<file path="config.mk">
export PLATFORM = sky130hd
export DESIGN_NAME = autorange_controller_flat
export DESIGN_NICKNAME = d
export VERILOG_FILES = /design/src/rtl/autorange_controller_if.sv /design/src/rtl/autorange_controller.sv /design/src/flat_wrapper.sv
export SDC_FILE = /design/constraint.sdc
export NUM_CORES = 1
export LEC_CHECK = 0
export BUFFER_PORTS_ARGS = -buffer_cell sky130_fd_sc_hd__buf_2
export CAP_MARGIN = 20
export CORE_ASPECT_RATIO = 0.5
export CORE_MARGIN = 3
export CORE_UTILIZATION = 48
export CTS_BUF_LIST = sky130_fd_sc_hd__clkbuf_4 sky130_fd_sc_hd__clkbuf_8 sky130_fd_sc_hd__clkbuf_16
export DETAILED_ROUTE_END_ITERATION = 8
export GPL_ROUTABILITY_DRIVEN = 0
export PLACE_DENSITY_LB_ADDON = 0.25
export SYNTH_ARGS = -nofsm -noshare
export SYNTH_HDL_FRONTEND = slang
export SYNTH_SLANG_ARGS = --single-unit
</file>
<file path="constraint.sdc">
create_clock -name clk -period 3 [get_ports clk]
set_clock_uncertainty 0.1 [all_clocks]
set_input_delay 0 -clock clk [delete_from_list [all_inputs] [get_ports clk]]
set_output_delay 0 -clock clk [all_outputs]
set_load 0.005 [all_outputs]
</file>
<file path="src/rtl/autorange_controller_if.sv">
// Bus between the autorange controller and its surroundings: counter results in,
// window period and accepted measurements out.
interface autorange_controller_if #(
  parameter int BITS = 12
);
  logic            result_valid;
  logic [6:0]      result_count;
  logic            manual_en;
  logic [1:0]      manual_range;
  logic [BITS-1:0] period;
  logic            period_load;
  logic [1:0]      range;
  logic            meas_valid;
  logic [6:0]      meas_count;
  logic [1:0]      meas_range;
  logic            over_range;
  logic            under_range;
  logic [2:0]      dbg_state;

  modport master (
    input  result_valid, result_count, manual_en, manual_range,
    output period, period_load, range, meas_valid, meas_count, meas_range,
           over_range, under_range, dbg_state
  );

  modport slave (
    output result_valid, result_count, manual_en, manual_range,
    input  period, period_load, range, meas_valid, meas_count, meas_range,
           over_range, under_range, dbg_state
  );
endinterface

</file>
<file path="src/rtl/autorange_controller.sv">
// Autoranging gate-window sequencer for the frequency counter: picks one of three
// decade windows with hysteresis and tags each accepted count with its range.
//
// state   | meaning
// INIT    | one cycle after reset, then load the current range's period
// LOAD    | period_load strobe visible, hold counter cleared
// SETTLE  | first result after a reload straddles the change; drop it
// MEASURE | wait for a result and capture its count
// EVAL    | publish the result, decide the next range
module autorange_controller #(
  parameter int BITS      = 12,
  parameter int PERIOD0   = 1199,
  parameter int PERIOD1   = 119,
  parameter int PERIOD2   = 11,
  parameter int HI_THRESH = 95,
  parameter int LO_THRESH = 9,
  parameter int HOLD_N    = 2
) (
  input  logic                   clk,
  input  logic                   reset_n,
  autorange_controller_if.master bus
);

  typedef enum logic [2:0] {
    S_INIT    = 3'd0,
    S_LOAD    = 3'd1,
    S_SETTLE  = 3'd2,
    S_MEASURE = 3'd3,
    S_EVAL    = 3'd4
  } state_t;

  localparam logic [6:0] HI_T = 7'(HI_THRESH);
  localparam logic [6:0] LO_T = 7'(LO_THRESH);
  localparam logic [2:0] HOLD = 3'(HOLD_N);

  state_t          state;
  logic [1:0]      range_q;
  logic [BITS-1:0] period_q;
  logic            period_load_q;
  logic            meas_valid_q;
  logic [6:0]      meas_count_q;
  logic [1:0]      meas_range_q;
  logic            over_q;
  logic            under_q;
  logic [6:0]      cap_q;
  logic [2:0]      hold_q;
  logic            hold_dn_q;

  logic            is_hi;
  logic            is_lo;
  logic [1:0]      target;
  logic [2:0]      hold_base;
  logic [2:0]      hold_nxt;
  logic            dn_nxt;

  function automatic logic [BITS-1:0] period_of(input logic [1:0] r);
    case (r)
      2'd0:    period_of = BITS'(PERIOD0);
      2'd1:    period_of = BITS'(PERIOD1);
      default: period_of = BITS'(PERIOD2);
    endcase
  endfunction

  // Hold counts consecutive same-direction out-of-band results; a reversal restarts it at 1.
  always_comb begin
    is_hi     = (cap_q >= HI_T);
    is_lo     = (cap_q <= LO_T);
    target    = range_q;
    hold_base = 3'd0;
    hold_nxt  = 3'd0;
    dn_nxt    = hold_dn_q;
    if (bus.manual_en) begin
      target = (bus.manual_range == 2'd3) ? 2'd2 : bus.manual_range;
    end else if (is_hi && range_q != 2'd2) begin
      hold_base = (hold_q != 3'd0 && hold_dn_q) ? 3'd0 : hold_q;
      hold_nxt  = (hold_base >= HOLD) ? HOLD : hold_base + 3'd1;
      dn_nxt    = 1'b0;
      if (hold_nxt == HOLD) target = range_q + 2'd1;
    end else if (is_lo && range_q != 2'd0) begin
      hold_base = (hold_q != 3'd0 && !hold_dn_q) ? 3'd0 : hold_q;
      hold_nxt  = (hold_base >= HOLD) ? HOLD : hold_base + 3'd1;
      dn_nxt    = 1'b1;
      if (hold_nxt == HOLD) target = range_q - 2'd1;
    end
  end

  always_ff @(posedge clk or negedge reset_n) begin
    if (!reset_n) begin
      state         <= S_INIT;
      range_q       <= 2'd0;
      period_q      <= BITS'(PERIOD0);
      period_load_q <= 1'b0;
      meas_valid_q  <= 1'b0;
      meas_count_q  <= 7'd0;
      meas_range_q  <= 2'd0;
      over_q        <= 1'b0;
      under_q       <= 1'b0;
      cap_q         <= 7'd0;
      hold_q        <= 3'd0;
      hold_dn_q     <= 1'b0;
    end else begin
      period_load_q <= 1'b0;
      meas_valid_q  <= 1'b0;
      case (state)
        S_INIT: begin
          period_q      <= period_of(range_q);
          period_load_q <= 1'b1;
          state         <= S_LOAD;
        end
        S_LOAD: begin
          hold_q    <= 3'd0;
          hold_dn_q <= 1'b0;
          state     <= S_SETTLE;
        end
        S_SETTLE: begin
          if (bus.result_valid) state <= S_MEASURE;
        end
        S_MEASURE: begin
          if (bus.result_valid) begin
            cap_q <= bus.result_count;
            state <= S_EVAL;
          end
        end
        S_EVAL: begin
          meas_valid_q <= 1'b1;
          meas_count_q <= cap_q;
          meas_range_q <= range_q;
          over_q       <= (range_q == 2'd2) && is_hi;
          under_q      <= (range_q == 2'd0) && is_lo;
          hold_q       <= hold_nxt;
          hold_dn_q    <= dn_nxt;
          if (target != range_q) begin
            range_q       <= target;
            period_q      <= period_of(target);
            period_load_q <= 1'b1;
            state         <= S_LOAD;
          end else begin
            state <= S_MEASURE;
          end
        end
        default: state <= S_INIT;
      endcase
    end
  end

  assign bus.period      = period_q;
  assign bus.period_load = period_load_q;
  assign bus.range       = range_q;
  assign bus.meas_valid  = meas_valid_q;
  assign bus.meas_count  = meas_count_q;
  assign bus.meas_range  = meas_range_q;
  assign bus.over_range  = over_q;
  assign bus.under_range = under_q;
  assign bus.dbg_state   = state;

endmodule

</file>
<file path="src/flat_wrapper.sv">
// flat-port wrapper written by rule: the top's interface ports become plain ports
module autorange_controller_flat 
#(
  parameter int BITS      = 12,
  parameter int PERIOD0   = 1199,
  parameter int PERIOD1   = 119,
  parameter int PERIOD2   = 11,
  parameter int HI_THRESH = 95,
  parameter int LO_THRESH = 9,
  parameter int HOLD_N    = 2
)
  (clk, reset_n, bus_result_valid, bus_result_count, bus_manual_en, bus_manual_range, bus_period, bus_period_load, bus_range, bus_meas_valid, bus_meas_count, bus_meas_range, bus_over_range, bus_under_range, bus_dbg_state);
  autorange_controller_if #(.BITS(BITS)) bus_i ();
  input  logic clk;
  input  logic reset_n;
  input wire logic [$bits(bus_i.result_valid)-1:0] bus_result_valid;
  input wire logic [$bits(bus_i.result_count)-1:0] bus_result_count;
  input wire logic [$bits(bus_i.manual_en)-1:0] bus_manual_en;
  input wire logic [$bits(bus_i.manual_range)-1:0] bus_manual_range;
  output wire logic [$bits(bus_i.period)-1:0] bus_period;
  output wire logic [$bits(bus_i.period_load)-1:0] bus_period_load;
  output wire logic [$bits(bus_i.range)-1:0] bus_range;
  output wire logic [$bits(bus_i.meas_valid)-1:0] bus_meas_valid;
  output wire logic [$bits(bus_i.meas_count)-1:0] bus_meas_count;
  output wire logic [$bits(bus_i.meas_range)-1:0] bus_meas_range;
  output wire logic [$bits(bus_i.over_range)-1:0] bus_over_range;
  output wire logic [$bits(bus_i.under_range)-1:0] bus_under_range;
  output wire logic [$bits(bus_i.dbg_state)-1:0] bus_dbg_state;
  assign bus_i.result_valid = bus_result_valid;
  assign bus_i.result_count = bus_result_count;
  assign bus_i.manual_en = bus_manual_en;
  assign bus_i.manual_range = bus_manual_range;
  assign bus_period = bus_i.period;
  assign bus_period_load = bus_i.period_load;
  assign bus_range = bus_i.range;
  assign bus_meas_valid = bus_i.meas_valid;
  assign bus_meas_count = bus_i.meas_count;
  assign bus_meas_range = bus_i.meas_range;
  assign bus_over_range = bus_i.over_range;
  assign bus_under_range = bus_i.under_range;
  assign bus_dbg_state = bus_i.dbg_state;
  autorange_controller #(.BITS(BITS), .PERIOD0(PERIOD0), .PERIOD1(PERIOD1), .PERIOD2(PERIOD2), .HI_THRESH(HI_THRESH), .LO_THRESH(LO_THRESH), .HOLD_N(HOLD_N)) u_core (.clk(clk), .reset_n(reset_n), .bus(bus_i));
endmodule
</file>
==> impl_results.md <==
* Pre-CTS WS at 153 ps
* Crit path max fanout at 11
* Worst EP arrival at 2920 ps
* Input/output buffers at 37
* Drt drc at 0
* Ys async rst share at 100%
* Share of layout cells above drive strength 1 at 26.5%
* CTS Root Cell: clkbuf_8
* Register area share after synthesis at 43.4%
* Combinational group share of total power at 40.4%
* Status: finished clean
* Count of pins over their slew limit at 0
* Overflow after GRT at 0
* Post-synthesis adder-cell area fraction at 4.58%
* Nets at 277
* FF/Latch Area at 830 µm²
* Max_cap viols at 0
* Setup TNS at 0 ps
* Post-DP HPWL at 3.00 mm
* Kind of critical path: reg -> reg
* Worst-skew pair later-pin latency at 280 ps
* WL final at 4.14 mm
* Gate Count Post-Synth at 213
* Antenna violations before repair at 0
* RSZ-0062 raised after global routing: false
* Max Freq at 0.350 GHz
* Clk network pwr share at 19.9%
* Height of the die at 50.6 µm
* Multiplexer share of the synthesized area at 2.88%
* Setup bufs post-CTS at 0
* Vias in the first global route at 1,495
* Int Power at 0.00126 W
* Largest family of logic cells by synthesized area: simple AND/OR/NAND/NOR gates
* Via Count at 1,606
* R2R cell count at 10
* Worst Setup Start Kind: flop
* Distinct cells, synth at 48
* Yosys reg bits at 33
* Post-route cell area at 0.00230 mm²
* Worst Setup SP: u_core.hold_dn_q
* Compound-Gate Fraction of Synth Area at 17.1%
* Wire length of the first global-routing pass at 7.17 mm
* Max IR drop VDD at 418 µV
* Die Wd at 95.2 µm
* WL/cell at 13.4 µm
* Reg-to-Reg Start: u_core.hold_dn_q
* Synth warnings at 0
* First-pass iteration count of the detailed router at 4
* Setup crit end kind: flop
* Clk slew on worst S/H paths at 70 ps
* Minimum clock period at 2860 ps
* Synth Flop Type: dfrtp_1
* Global Route Usage Sum at 19.2%
* Largest net degree at the start of global routing at 34
* Core Area at 0.00362 mm²
* Area Growth Syn to Fin at 20.3%
* Avg Vias per Cell at 5.21
* Fillers at 302
* Final setup viols at 0
* Cts repair resizes at 0
* Initial Utilization at 52.7%
* Sequential share of power at 39.7%
* Post-synth EDFFs at 0
* Net Sw Frac at 37.5%
* Critical Path RT at 3070 ps
* RR Endpoint: u_core.bus.period[6]
* TritonCTS clock tree: built
* Final period util at 95.2%
* Worst Setup EP: u_core.bus.period[6]
* Hold Path Class: in -> reg
* Row cnt at 15
* Area taken by multi-input logic gates at 962 µm²
* Final hold violations at 0
* Ant diodes at 0
* Worst setup margin at 143 ps
* Mapped cell area at 0.00191 mm²
* Post-Synth Simple-Gate Area at 22.6%
* Clk sinks at 33
* Rel. slew slack at 52.5%
* Clock Tree Buf Depth at 2
* Leakage power at 1.17 nW
* Die area at 0.00482 mm²
* Avg Inst Size Synth at 8.97 µm²
* I/O pin cnt at 43
* Antenna viol nets, final at 0
* Post-place instance area at 0.00210 mm²
* Detailed Route Iter0 Violations at 91
* Number of buffers created by CTS at 5
* Switching power at 0.000753 W
* R2R Setup Slk at 140 ps
* Slew @ Worst Pin at 712 ps
* Post-synthesis xor/xnor area fraction at 2.23%
* H-tree lvl count at 2
* PD cells at 874 mW/mm²
metrics by stage:
stage / power, W / util [%] / cells / hold slack (ps)
after floorplan: 0.00134 / - / 216 / -396
after global placement: 0.00159 / 58.1 / 292 / -0.978
after detailed placement: 0.00161 / 58.1 / 292 / 0.249
after CTS: 0.00202 / 63.5 / 308 / 70.2
after global routing: 0.00218 / 63.5 / 308 / 90.2
final: 0.00201 / 63.5 / 308 / 72.4
repair_timing:
| action | CTS | global route |
|---|---|---|
| endpoints found under the setup margin | 0 | 1 |
| hold buffers | 9 | 0 |
| endpoints found under the hold margin | 38 | 0 |
sequential cells by signal, summed over array words and instances (netlist names):
| signal | cells |
|---|---|
| u_core.bus.dbg_state | 3 |
| u_core.bus.period_load | 1 |
| u_core.bus.period | 4 |
| u_core.bus.range | 2 |
| u_core.bus.over_range | 1 |
| u_core.bus.under_range | 1 |
| u_core.hold_dn_q | 1 |
| u_core.bus.meas_count | 7 |
| u_core.bus.meas_range | 2 |
| u_core.cap_q | 7 |
| u_core.hold_q | 3 |
| u_core.bus.meas_valid | 1 |
worst max-delay path, stage by stage, from the launching register on:
cell,delay (ps)
dfrtp_1,390
buf_4,180
and2_1,160
ha_1,330
nor2b_4,50
o31ai_1,350
a21oi_1,180
o211ai_4,300
xnor2_2,130
a31oi_4,270
mux2_4,320
power groups by stage:
stage / sequential, W / clock, W / combinational (W)
5_1_grt: 0.000832 / 0.000431 / 0.000922
3_5_place_dp: 0.000804 / 0 / 0.000802
2_1_floorplan: 0.000782 / 0 / 0.000557
3_3_place_gp: 0.000799 / 0 / 0.000786
6_report: 0.000798 / 0.000400 / 0.000811
4_1_cts: 0.000799 / 0.000406 / 0.000818
area by class of cell:
type | instances | area share (%)
Multi-Input combinational cell | 157 | 41.9
Sequential cell | 33 | 36.1
Timing Repair Buffer | 49 | 13.0
Clock buffer | 5 | 2.99
Tap cell | 51 | 2.78
Inverter | 11 | 1.80
Clock inverter | 2 | 1.52
placed cells by master (no fill, tap or decap), types with 5 or more instances in the layout:
master and count:
nand2_1 60, buf_2 37, dfrtp_1 30, o21ai_0 13, inv_1 10, dlygate4sd3_1 9
nor2_1 8, nand3_1 7, ha_1 7, a21oi_1 5, conb_1 5, clkbuf_8 5
synth_stat cells (2+ instances only):
library cell / count / area share, %
nand2_1: 60 / 12
dfrtp_1: 30 / 39
o21ai_0: 13 / 3.4
inv_1: 10 / 2.0
buf_4: 8 / 3.1
nor2_1: 8 / 1.6
ha_1: 7 / 4.6
nand3_1: 7 / 1.8
a21oi_1: 5 / 1.3
clkbuf_1: 5 / 0.98
o31ai_1: 4 / 1.6
dfstp_2: 3 / 4.1
mux2_4: 3 / 2.4
nor2b_1: 3 / 0.98
o21ai_1: 3 / 0.79
a31oi_1: 2 / 0.65
and2_1: 2 / 0.65
buf_2: 2 / 0.52
conb_1: 2 / 0.39
nand3b_1: 2 / 0.79
nor3_1: 2 / 0.52
o21ai_2: 2 / 0.92
o22ai_1: 2 / 0.65
o31a_1: 2 / 0.92
or2_2: 2 / 0.65
xnor2_1: 2 / 0.92
routing by layer:
metal  up-vias  global-route usage (%)  share of wire (%)
li1        795                       -                  -
met2        45                    29.8                 45
met4         0                    3.59               0.39
met5         -                       0                  0
met3         2                    5.69                6.2
met1       764                    26.8                 49
worst min path at each step:
stage | slack (ps) | from | depth (start not counted) | to
floorplan | -400 | reset_n | 0 | u_core.bus.dbg_state[0]
global placement | -1 | reset_n | 1 | u_core.bus.dbg_state[0]
detailed placement | 0.2 | reset_n | 1 | u_core.bus.dbg_state[0]
CTS | 70 | bus_manual_range[1] | 5 | u_core.bus.range[1]
global route | 90 | bus_manual_range[1] | 5 | u_core.bus.range[1]
finish | 70 | bus_manual_range[1] | 5 | u_core.bus.range[1]
kinds of logic after synthesis:
| group | Yosys count |
|---|---|
| other | 2 |
| AOI/OAI and AO/OA | 44 |
| DFF | 33 |
| adders and majority gates | 7 |
| and+or+nand+nor | 93 |
| buffers and inverters | 26 |
| muxes | 4 |
| xor gates and xnor gates | 4 |
No activity file was read; power rests on OpenSTA's default activity.
